<file path="config.mk">
export PLATFORM = sky130hd
export DESIGN_NAME = instr_encoder
export DESIGN_NICKNAME = d
export VERILOG_FILES = /design/src/rtl/rv_enc_pkg.sv /design/src/rtl/instr_pack.sv /design/src/rtl/instr_encoder.sv
export SDC_FILE = /design/constraint.sdc
export NUM_CORES = 1
export LEC_CHECK = 0
export ABC_CLOCK_PERIOD_IN_PS = 4019
export CAP_MARGIN = 20
export CELL_PAD_IN_SITES_DETAIL_PLACEMENT = 1
export CELL_PAD_IN_SITES_GLOBAL_PLACEMENT = 1
export CORE_ASPECT_RATIO = 1.5
export CORE_MARGIN = 4
export CORE_UTILIZATION = 37
export CTS_CLUSTER_SIZE = 28
export DETAILED_ROUTE_END_ITERATION = 10
export HOLD_SLACK_MARGIN = 0.1
export PLACE_DENSITY_LB_ADDON = 0.1
export RECOVER_POWER = 25
export SYNTH_ARGS = -nofsm -noshare
export SYNTH_HDL_FRONTEND = slang
export SYNTH_HIERARCHICAL = 1
export SYNTH_SLANG_ARGS = --single-unit
</file>
<file path="constraint.sdc">
create_clock -name clk -period 4.02 [get_ports clk]
set_input_delay 1.206 -clock clk [delete_from_list [all_inputs] [get_ports clk]]
set_output_delay 1.206 -clock clk [all_outputs]
set_load 0.05 [all_outputs]
</file>
<file path="src/rtl/rv_enc_pkg.sv">
// Shared RV32I encoder definitions: instruction formats, opcodes, NOP word,
// and the output FIFO bookkeeping types.
package rv_enc_pkg;

  typedef enum logic [2:0] {
    FMT_R  = 3'd0,
    FMT_I  = 3'd1,
    FMT_S  = 3'd2,
    FMT_SB = 3'd3,
    FMT_U  = 3'd4,
    FMT_UJ = 3'd5
  } fmt_e;

  localparam logic [6:0] OPC_LOAD   = 7'b000_0011;
  localparam logic [6:0] OPC_OP_IMM = 7'b001_0011;
  localparam logic [6:0] OPC_JALR   = 7'b110_0111;
  localparam logic [6:0] OPC_STORE  = 7'b010_0011;
  localparam logic [6:0] OPC_BRANCH = 7'b110_0011;
  localparam logic [6:0] OPC_LUI    = 7'b011_0111;
  localparam logic [6:0] OPC_JAL    = 7'b110_1111;
  localparam logic [6:0] OPC_OP     = 7'b011_0011;

  localparam logic [31:0] NOP = 32'h0000_0013;

  typedef enum logic [1:0] {
    EMPTY = 2'd0,
    ONE   = 2'd1,
    FULL  = 2'd2
  } count_e;

  typedef struct packed {
    logic [31:0] word;
    logic        err;
  } entry_t;

endpackage

</file>
<file path="src/rtl/instr_pack.sv">
// Combinational RV32I field packer. Immediate range checking is compiled in
// when INSTR_ENCODER_RANGE_CHECK_EN is defined.
module instr_pack
  import rv_enc_pkg::*;
(
  input  logic [2:0]  fmt,
  input  logic [6:0]  opcode,
  input  logic [4:0]  rd,
  input  logic [4:0]  rs1,
  input  logic [4:0]  rs2,
  input  logic [2:0]  funct3,
  input  logic [6:0]  funct7,
  input  logic [31:0] imm,
  output logic [31:0] word,
  output logic        err
);

  logic illegal;

  // NOTE: every output of a combinational block is defaulted first so no path
  // through the case can leave it unassigned and infer a latch.
  always_comb begin
    word    = NOP;
    illegal = 1'b0;
    case (fmt_e'(fmt))
      FMT_R:  word = {funct7, rs2, rs1, funct3, rd, opcode};
      FMT_I:  word = {imm[11:0], rs1, funct3, rd, opcode};
      FMT_S:  word = {imm[11:5], rs2, rs1, funct3, imm[4:0], opcode};
      FMT_SB: word = {imm[12], imm[10:5], rs2, rs1, funct3, imm[4:1], imm[11], opcode};
      FMT_U:  word = {imm[31:12], rd, opcode};
      FMT_UJ: word = {imm[20], imm[10:1], imm[11], imm[19:12], rd, opcode};
      default: begin
        word    = NOP;
        illegal = 1'b1;
      end
    endcase
  end

`ifdef INSTR_ENCODER_RANGE_CHECK_EN
  logic fits12, fits13, fits21, range_err;

  // A value fits in N signed bits when bits [31:N-1] are all copies of the sign.
  assign fits12 = (&imm[31:11]) | ~(|imm[31:11]);
  assign fits13 = (&imm[31:12]) | ~(|imm[31:12]);
  assign fits21 = (&imm[31:20]) | ~(|imm[31:20]);

  always_comb begin
    range_err = 1'b0;
    case (fmt_e'(fmt))
      FMT_I, FMT_S: range_err = ~fits12;
      FMT_SB:       range_err = ~fits13 | imm[0];
      FMT_UJ:       range_err = ~fits21 | imm[0];
      FMT_U:        range_err = |imm[11:0];
      default:      range_err = 1'b0;
    endcase
  end

  assign err = illegal | range_err;
`else
  assign err = illegal;
`endif

endmodule

</file>
<file path="src/rtl/instr_encoder.sv">
// RV32I instruction encoder: packs a field set, buffers it in a 2-entry FIFO
// and tags each emitted word with an incrementing address. Optional macro:
// INSTR_ENCODER_RANGE_CHECK_EN (immediate range check inside instr_pack).
module instr_encoder
  import rv_enc_pkg::*;
#(
  parameter logic [31:0] BASE_ADDR = 32'h0000_0000
) (
  input  logic        clk,
  input  logic        rst,
  input  logic        in_valid,
  output logic        in_ready,
  input  logic [2:0]  fmt,
  input  logic [6:0]  opcode,
  input  logic [4:0]  rd,
  input  logic [4:0]  rs1,
  input  logic [4:0]  rs2,
  input  logic [2:0]  funct3,
  input  logic [6:0]  funct7,
  input  logic [31:0] imm,
  output logic        out_valid,
  input  logic        out_ready,
  output logic [31:0] instr,
  output logic [31:0] instr_addr,
  output logic        err
);

  count_e      count_q, count_d;
  entry_t      head_q, tail_q;
  entry_t      new_entry;
  logic [31:0] addr_q;
  logic        push, pop;

  instr_pack u_pack (
    .fmt    (fmt),
    .opcode (opcode),
    .rd     (rd),
    .rs1    (rs1),
    .rs2    (rs2),
    .funct3 (funct3),
    .funct7 (funct7),
    .imm    (imm),
    .word   (new_entry.word),
    .err    (new_entry.err)
  );

  // Ready depends only on registered occupancy, so out_ready never reaches in_ready.
  assign in_ready  = (count_q != FULL);
  assign out_valid = (count_q != EMPTY);
  assign push      = in_valid & in_ready;
  assign pop       = out_valid & out_ready;

  always_comb begin
    count_d = count_q;
    case (count_q)
      EMPTY:   if (push) count_d = ONE;
      ONE:     if (push && !pop) count_d = FULL;
               else if (pop && !push) count_d = EMPTY;
      FULL:    if (pop) count_d = ONE;
      default: count_d = EMPTY;
    endcase
  end

  // NOTE: sequential state is assigned with non-blocking <= so every register
  // samples the pre-edge values regardless of statement order.
  always_ff @(posedge clk) begin
    if (rst) count_q <= EMPTY;
    else     count_q <= count_d;
  end

  // NOTE: the two storage entries are reset because the head is visible on
  // instr/err and must read as zero straight out of reset.
  always_ff @(posedge clk) begin
    if (rst) begin
      head_q <= '0;
      tail_q <= '0;
      addr_q <= BASE_ADDR;
    end else begin
      if (pop) addr_q <= addr_q + 32'd4;
      case (count_q)
        EMPTY: if (push) head_q <= new_entry;
        ONE: begin
          if (push && pop) head_q <= new_entry;
          else if (push)   tail_q <= new_entry;
        end
        FULL:    if (pop) head_q <= tail_q;
        default: ;
      endcase
    end
  end

  assign instr      = head_q.word;
  assign err        = head_q.err;
  assign instr_addr = addr_q;

endmodule

</file>
==> reports/metrics.cfg <==
[critical_path]
critPathCaptureType=flip-flop
crit_fanout=19
reg2reg_depth=8
rrSetupSlack_ns=1.32
cp.arrival_ns=3.68
reg2reg_from=count_q[0]
critPathLaunchType=input pin
rr_endpoint=instr[26]
required_ns=4.25
criticalPathCategory=input pin to flip-flop

[die]
die_area_sq_um=14600
rows=50
die_w_um=100
core_area_sq_um=12400
initial_core_util=0.378
die_h_um=146
ioPinCount=138

[sta]
period_minus_slack_ns=3.45
finalHoldViolCount=0
slew_headroom=0.416
rsz0062_at_grt=no
worst_pin_slew_ns=0.874
setup_viol=0
fin_setup_tns_ns=0
fin_crit_sh=0.858
skew_ns=0.00796
max_freq_mhz=290
drv_slew=0

[clock_network]
cts_buffer_depth=2
cts.sinks=98
postCtsSetupBuffers=0
insertion_delay_ns=0.34
tritoncts=done
cts_hold_buffers=0
clkTransAtPathRegs_ns=0.07
numCtsBuffers=9
cts_resized=0
htree_levels=3
root_buffer=clkbuf_16

[worst_hold_path]
hp-class=flip-flop to flip-flop
worstHoldPathCells=2
hold_end=tail_q[18]
hp-start=tail_q[18]

[routing]
first_pass_iters=4
vias=4502
route.detailed.drc=0
wire_per_inst_um=16.2
initialDrtViolationCount=75
routed_wl_mm=13.5
ant_nets=0
vias_per_cell=5.39

[yosys]
postSynthCellCount=564
yosysUniqueCellTypes=47
synth-async-reset-ratio=0
synth_top_area_cell=dfxtp_1
yosys_warnings=6
seq_area_frac_synth=0.417
synthTopCellsByCount=dfxtp_1 (98), nand2_1 (89), a21oi_1 (54)
syn_area_sq_um=4700
avgSynthCellArea_sq_um=8.33
synth_area_leaders=dfxtp_1 (42%), mux2i_1 (7.9%), nand2_1 (7.1%)
synth_seq_cells=98
synth_ff_type=dfxtp_1
synth_edf_count=0
synth_top_area_frac=0.417
yosysMostFrequentCell=dfxtp_1

[final_layout]
fill_cells=1468
n_antenna_cell=0
fin_nets=748
drive_gt1_frac=0.0560
area_delta_synth_final_pct=36.1

[placement]
gp_congestion=0.815
port_buffers=135
hpwlAfterDp_mm=9.86

[grt]
grt_max_degree=73
grt_pass1_vias=4705
grt_overflow_total=0
grt_util_all_layers=0.188
grt_pass1_wl_mm=22.6
antenna_found_initial=0

[run_status]
status=finished clean

[power_and_ir_drop]
leakagePower_nw=2.41
p_per_area_nw_per_um2=370
power.total_mw=2.37
irDropWorstVdd_uv=164

[job]
maxCapViolCount=0

-- metal layers --
layer,wire (um),GRT usage
met1,5500,0.214
met2,7110,0.346
met3,665,0.0349
met4,212,0.0593
met5,0,0
-- layout make-up --
type                       count  area (sq um)  share of cell area
multi-input combinational    405          2470               0.386
sequential                    98          1960               0.307
timing repair buffer         143          1420               0.222
clock buffer                  10           239              0.0374
tap                          156           195              0.0305
inverter                      17          63.8             0.00997
clock inverter                 6          48.8             0.00763
-- per-stage QoR --
stage | cell area (sq um) | hold WS (ns) | setup slack, ns | util | instances
CTS | 6400 | 0.459 | 0.802 | 0.514 | 835
floorplan | 4700 | 0.436 | 1.32 | - | 565
finish | 6400 | 0.455 | 0.572 | 0.514 | 835
detailed placement | 6120 | 0.449 | 0.472 | 0.491 | 819
global placement | 6120 | 0.441 | 0.538 | 0.491 | 819
global route | 6400 | 0.470 | 0.436 | 0.514 | 835
-- where the power goes --
group | switching (mW) | internal (mW) | total, mW
clock network | 0.384 | 0.442 | 0.826
logic | 0.300 | 0.198 | 0.497
registers | 0.0281 | 1.02 | 1.05
total | 0.712 | 1.66 | 2.37
-- worst max path at each step --
stage                     from             end  slack, ns  cells after the start
CTS                  out_ready  instr_addr[20]       0.80                      5
finish               out_ready  instr_addr[31]       0.57                      5
detailed placement   out_ready  instr_addr[20]       0.47                      5
global placement     out_ready  instr_addr[31]       0.54                      5
global route         out_ready  instr_addr[21]       0.44                      5
floorplan           count_q[0]       instr[31]       1.32                     10
-- registers in the layout (all words and copies together), names as in the netlist --
signal / count
err: 1
tail_q: 33
count_q: 2
instr: 32
instr_addr: 30
-- worst max-delay path: stages --
cell,delay [ns]
dlygate4sd3_1,0.60
o21ai_0,0.29
or4_1,0.90
nor4_1,0.31
mux2_2,0.37
-- placed cells by master, fill, tap and decap left out, drive strengths merged, types with 16 or more instances in the layout --
| master | Yosys | layout |
|---|---|---|
| clkdlybuf4s50 | 0 | 126 |
| dfxtp | 98 | 98 |
| nand2 | 90 | 90 |
| a21oi | 55 | 55 |
| nor2 | 47 | 47 |
| mux2i | 37 | 37 |
| a211oi | 33 | 33 |
| inv | 17 | 19 |
| a22oi | 17 | 17 |
| or4 | 16 | 16 |
-- cell families after synthesis --
| group | Yosys count | share of synthesized area |
|---|---|---|
| other | 1 | 0.000798 |
| XOR/XNOR | 9 | 0.0168 |
| AO/OA/AOI/OAI | 153 | 0.211 |
| flip-flops | 98 | 0.417 |
| adder cells (fa/ha/maj) | 3 | 0.00799 |
| buffers and inverters | 62 | 0.0617 |
| AND/OR/NAND/NOR | 197 | 0.195 |
| multiplexers | 41 | 0.0892 |
(Power assumes the default switching activity.)
